[config.mk]
export PLATFORM = sky130hd
export DESIGN_NAME = rr_arb_8
export DESIGN_NICKNAME = d
export VERILOG_FILES = /design/src/rtl/rr_arb_8.sv
export SDC_FILE = /design/constraint.sdc
export NUM_CORES = 1
export LEC_CHECK = 0
export BUFFER_PORTS_ARGS = -buffer_cell sky130_fd_sc_hd__buf_2
export CORE_UTILIZATION = 50
export DETAILED_ROUTE_END_ITERATION = 7
export PLACE_DENSITY = 0.71
export SLEW_MARGIN = 25
export SYNTH_ARGS = -nofsm -noshare
export SYNTH_HDL_FRONTEND = slang
export SYNTH_SLANG_ARGS = --single-unit
[constraint.sdc]
create_clock -name clk -period 4 [get_ports clk]
set_input_delay 0.4 -clock clk [delete_from_list [all_inputs] [get_ports clk]]
set_output_delay 0.4 -clock clk [all_outputs]
set_load 0.1 [all_outputs]
[src/rtl/rr_arb_8.sv]
// 8-way round-robin arbiter with registered one-hot grant, binary index and valid.
// Optional hold timeout is compiled in with `define RR_ARB_TIMEOUT_EN.
module rr_arb_8 #(
  parameter int TIMEOUT_CYCLES = 16
) (
  input  logic       clk,
  input  logic       rst_n,
  input  logic       en,
  input  logic [7:0] req,
  output logic [7:0] gnt,
  output logic [2:0] gnt_id,
  output logic       gnt_valid,
  output logic       timeout
);

  typedef enum logic {
    IDLE  = 1'b0,
    GRANT = 1'b1
  } state_t;

  state_t     state;
  logic [2:0] ptr;
  logic       win_found;
  logic [2:0] win_id;

  // Scan upward from ptr, wrapping 7->0; the first set request wins.
  always_comb begin
    // NOTE: every combinational output gets a default first so no path leaves it unassigned (no latch).
    win_found = 1'b0;
    win_id    = 3'd0;
    for (int i = 0; i < 8; i++) begin
      logic [2:0] idx;
      idx = ptr + 3'(i);
      if (!win_found && req[idx]) begin
        win_found = 1'b1;
        win_id    = idx;
      end
    end
  end

`ifdef RR_ARB_TIMEOUT_EN
  localparam logic [7:0] HOLD_LAST = 8'(TIMEOUT_CYCLES - 1);

  logic [7:0] hold_cnt;
  logic       timeout_q;

  assign timeout = timeout_q;
`else
  logic unused_timeout_cfg;

  assign unused_timeout_cfg = |8'(TIMEOUT_CYCLES);
  assign timeout            = 1'b0;
`endif

  // NOTE: sequential state uses non-blocking assignments so all registers update together at the edge.
  always_ff @(posedge clk or negedge rst_n) begin
    if (!rst_n) begin
      state     <= IDLE;
      ptr       <= 3'd0;
      gnt       <= 8'd0;
      gnt_id    <= 3'd0;
      gnt_valid <= 1'b0;
`ifdef RR_ARB_TIMEOUT_EN
      hold_cnt  <= 8'd0;
      timeout_q <= 1'b0;
`endif
    end else begin
`ifdef RR_ARB_TIMEOUT_EN
      timeout_q <= 1'b0;
`endif
      case (state)
        IDLE: begin
          if (en && win_found) begin
            state     <= GRANT;
            gnt       <= 8'b1 << win_id;
            gnt_id    <= win_id;
            gnt_valid <= 1'b1;
`ifdef RR_ARB_TIMEOUT_EN
            hold_cnt  <= 8'd0;
`endif
          end
        end
        GRANT: begin
          // A release (or disable) wins over a timeout on the same edge.
          if (!en || !req[gnt_id]) begin
            state     <= IDLE;
            gnt       <= 8'd0;
            gnt_id    <= 3'd0;
            gnt_valid <= 1'b0;
            ptr       <= gnt_id + 3'd1;
`ifdef RR_ARB_TIMEOUT_EN
          end else if (hold_cnt == HOLD_LAST) begin
            state     <= IDLE;
            gnt       <= 8'd0;
            gnt_id    <= 3'd0;
            gnt_valid <= 1'b0;
            ptr       <= gnt_id + 3'd1;
            timeout_q <= 1'b1;
          end else begin
            hold_cnt  <= hold_cnt + 8'd1;
`endif
          end
        end
        default: state <= IDLE;
      endcase
    end
  end

endmodule

After elaboration in Yosys (flattened, before gate mapping):

Index checks and enable logic that the tools add are counted.

* register bits: 16
* input port bits: 11
* logic and storage cells: 92

* add/sub/neg operators: 8
* order comparisons: 9
* equality and inequality tests: 2
* shifts and indexed selects: 1
* multiplexer cells: 46
* bitwise logic cells: 1
* reductions and logical operators: 20

Operators with widths (number)
* 3-bit by 4-bit less-than comparator with 1-bit output (second input constant): 9
* 3-bit 2-to-1 mux: 10
* 1-bit binary-select mux with 3-bit select: 9
* 1-bit 2-to-1 mux: 21
* 8-bit 2-to-1 mux: 2
* 8-bit one-hot mux with 2 select lines: 1
* 3-bit adder (second input constant): 4
* 1-bit zero test: 9
* 1-bit logical AND: 8
* 1-bit by 3-bit << shifter with 8-bit output (first input constant): 1
* 3-bit by 1-bit adder with 3-bit output (second input constant): 2
* 3-bit by 2-bit adder with 3-bit output (second input constant): 2
* 3-bit one-hot mux with 2 select lines: 1
* 1-bit one-hot mux with 2 select lines: 2
* 2-bit AND reduction: 2
* 2-bit by 1-bit != test with 1-bit output (second input constant): 1
* 2-bit != test (second input constant): 1
* 1-bit logical OR: 1
* 1-bit inverter: 1

Longest topological paths before layout:

* depth in word-level cells: 27
* mapped depth: 13

Least setup slack after synthesis:

Ideal clock, no wire load.

* path kind: register -> register
* start: register ptr[1]
* end: register gnt[1]
* arrival time: 3249 ps
* required time: 3877 ps
* path slack: 628 ps
* stages on the path, launching flop included: 13
* path buffers: 3
* path through: dfrtp_1 buf_2 inv_1 ha_1 buf_6 mux2_1 mux4_2 o32a_1 and4b_1 buf_6 a41oi_4 nor3b_1 a32o_1

* cells in the longest elaborated chain, start to end: 27
* elaborated cells between the ends (all ways): 59
* classes of those cells: add/sub (7); eq/ne (1); shift (1); mux (34); reduce/logical (16)

Ends and longest elaborated chain
* from (decl): line 22 `logic [2:0] ptr;`
* from (signal assigned): line 90 `ptr <= gnt_id + 3'd1;`
* branches (longest 27 deep; another with 3-bit by 1-bit adder with 3-bit output)
* to (signal assigned): line 75 `gnt <= 8'b1 << win_id;`
* to (decl): line 10 `output logic [7:0] gnt,`

Parallel ways; which one is timed is not known. The select of a mux whose other input is x is not followed.
A chain may end at the register's enable or synchronous reset.

Worst setup path in the final report:

* start: register ptr[1]
* end: register gnt[0]

Same word-level chain as after synthesis.

==> metrics.md <==
| Metric | Value |
|---|---|
| DRC violations left | `0` |
| Maximum buffer depth of the clock tree | `2` |
| Count of hold buffers inserted by post-cts repair | `0` |
| Synthesized area per cell | `10.4 µm²` |
| Multi-input logic area | `1180 µm²` |
| Distinct cell type count of the synthesized netlist | `50` |
| Area growth, synth to finish | `8.96%` |
| Setup repair after global routing missed its margin | `false` |
| Detail-routed via count per cell | `6.56` |
| Proportion of layout cells with a drive suffix above 1 | `32.0%` |
| Highest cell delay on the worst timing path | `0.49 ns` |
| Slowest cell on the critical path | `ha_1` |
| Cell area after technology mapping | `1690 µm²` |
| First-pass GRT wire length | `7080 µm` |
| Die Span Y | `60.1 µm` |
| Part of the cycle the worst path needs | `87.7%` |
| Minimum clock period | `3.51 ns` |
| Yosys warnings | `0` |
| Outcome | `complete, no violations` |
| RR Startpoint | `ptr[1]$_DFFE_PN0P_` |
| Area taken by flip-flops and latches | `400 µm²` |
| Final global-route overflow total | `0` |
| Worst Setup SP | `ptr[1]$_DFFE_PN0P_` |
| Hold violation count in the final report | `0` |
| Initial antenna violation count | `0` |
| Number of pins exceeding their max-slew limit in the final report | `0` |
| Clock latency on the worst-skew pair | `0.28 ns` |
| Horiz. Die Dim | `60.1 µm` |
| Worst reg2reg path endpoint | `gnt[0]$_DFFE_PN0P_` |
| Fmax achieved | `0.285 GHz` |
| Largest fanout on the critical path | `9` |
| Most used flip-flop cell after synthesis | `dfrtp_1` |
| DPL Wire Length | `3140 µm` |
| Final Net Count | `197` |
| Worst Path Arrival | `3.66 ns` |
| Total of endpoints with negative setup slack in the final report | `0` |
| Category of the worst setup path capture point | `register` |
| Reg2reg setup slack | `0.49 ns` |
| TritonCTS Buffers | `3` |
| Clock transition time at the flip-flop clock pins of the worst setup and hold paths | `0.09 ns` |
| Post-Syn Instances | `162` |
| Max-cap violations | `0` |
| WS Path Type | `register to register` |
| Initial cell density of the core | `54.0%` |
| Post-cts resize count | `0` |
| Vias in the first global route | `1465` |
| Number of post-CTS setup repair buffers | `0` |
| Placer Congestion | `0.954` |
| Worst slew margin relative to its limit | `57.9%` |
| Synthesized net count | `176` |
| Crit path required time | `4.15 ns` |
| Async set-or-reset flop fraction in the synthesized netlist | `100%` |
| Worst clock skew on the final layout | `0.000753 ns` |
| Final Core Density | `58.9%` |
| CTS tree | `built` |
| Overall routed net length | `4050 µm` |
| Worst min-delay path category | `primary input to async pin` |
| Largest net degree at the start of global routing | `18` |
| Detail-routed net length per standard cell | `18.0 µm` |
| Part of the Yosys area used for sequential elements | `23.7%` |
| Clk sinks | `16` |
| Total negative slack | `0 ns` |
| Hold slack final | `0.0164 ns` |
| Number of inserted diodes | `0` |
| Most common cell after layout, fill and taps aside | `buf_2` |
| Iter 0 DRT Violations | `124` |
| Clock root cell | `clkbuf_4` |
| Number of levels in the clock H-tree | `1` |
| Drt first pass iters | `4` |
| Worst-case reg-to-reg path depth | `9` |
| Ordered cell list for the critical path | `inv_1, ha_1, mux2_2, mux4_2, o32a_1, and4b_1, nand3_2, o211ai_1, o32ai_1` |
| Slew at the pin with the worst max-slew slack | `0.632 ns` |
| Count of antenna-violating nets left after detailed routing | `0` |
| Count of state elements after synthesis | `16` |
| Post-synth EDFFs | `0` |
| Number of I/O pins | `24` |
| Total die area | `3620 µm²` |
| Total global-route track usage | `25.9%` |
| Via count | `1477` |
| Floorplan row count | `20` |
| Fillers | `272` |
| Number of port buffers | `22` |
| CP startpoint kind | `register` |
| Leading cell types in the layout, fill and taps excluded | `22 x buf_2, 16 x dfrtp_1, 15 x mux4_2` |
| Placeable Area | `3130 µm²` |
## how the worst max path moves through the flow
stage | end | slack [ns] | cells past startpoint
after global routing | gnt[7]$_DFFE_PN0P_ | 0.28 | 9
after CTS | gnt[0]$_DFFE_PN0P_ | 0.54 | 9
after global placement | gnt[7]$_DFFE_PN0P_ | 0.62 | 9
after floorplan | gnt[1]$_DFFE_PN0P_ | 0.63 | 12
final | gnt[0]$_DFFE_PN0P_ | 0.49 | 9
after detailed placement | gnt[7]$_DFFE_PN0P_ | 0.55 | 9
## sequential cells by signal, summed over array words and instances (netlist names)
name and cells:
gnt_valid 1, gnt_id 3, gnt 8, state 1, ptr 3
## kinds of logic after synthesis
family / count (synthesis) / share of synthesized area (%)
compound gates: 46 / 22.0
mux: 36 / 33.0
simple gates: 33 / 9.92
buf+inv: 22 / 6.36
flops: 16 / 23.7
xor+xnor: 5 / 2.59
fa+ha+maj: 3 / 2.22
other cells: 1 / 0.222
## Yosys cell counts, types with 3 or more instances
cell type   n  area (µm²)
a21oi_1     6        30.0
nand3_1     4        20.0
a31oi_1     3        18.8
xnor2_1     3        26.3
mux2_2      7        78.8
nor2_1      7        26.3
dfrtp_1    16         400
ha_1        3        37.5
o21ai_0     8        40.0
o32ai_1     4        35.0
mux2i_1    13         130
buf_2       5        25.0
nand2_1    11        41.3
mux4_2     15         338
inv_1      12        45.0
## critical path, delay by kind of cell, from the launching register on
kind / cells / cell delay (ns)
AO/OA/AOI/OAI: 3 / 0.95
multiplexers: 2 / 0.85
AND/OR/NAND/NOR: 2 / 0.61
adder cells (fa/ha/maj): 1 / 0.49
flip-flops: 1 / 0.35
buffers and inverters: 1 / 0.13
## stage by stage
stage | std cells | worst slack [ns] | cell area (µm²)
floorplan | 162 | 0.628 | 1690
global placement | 222 | 0.625 | 1820
detailed placement | 222 | 0.549 | 1820
CTS | 225 | 0.536 | 1840
global route | 225 | 0.276 | 1840
finish | 225 | 0.493 | 1840
## layer usage
| metal | wire [µm] | GRT usage [%] | vias to the layer above | share of wire, % |
|---|---|---|---|---|
| met5 | 0 | 0 | - | 0 |
| met4 | 48 | 7.97 | 0 | 1.2 |
| met3 | 220 | 1.95 | 8 | 5.4 |
| met2 | 2090 | 44.7 | 64 | 51 |
| met1 | 1700 | 34.2 | 730 | 42 |
| li1 | - | - | 675 | - |
## area by class of cell
| class | count | share of cell area [%] |
|---|---|---|
| Multi-Input combinational cell | 124 | 64.2 |
| Tap cell | 44 | 2.99 |
| Sequential cell | 16 | 21.7 |
| Inverter | 13 | 2.65 |
| Timing Repair Buffer | 25 | 7.20 |
| Clock buffer | 3 | 1.22 |
Power is not shown: default switching activity piles up to over one toggle a cycle in this logic, so the estimate is an artifact.
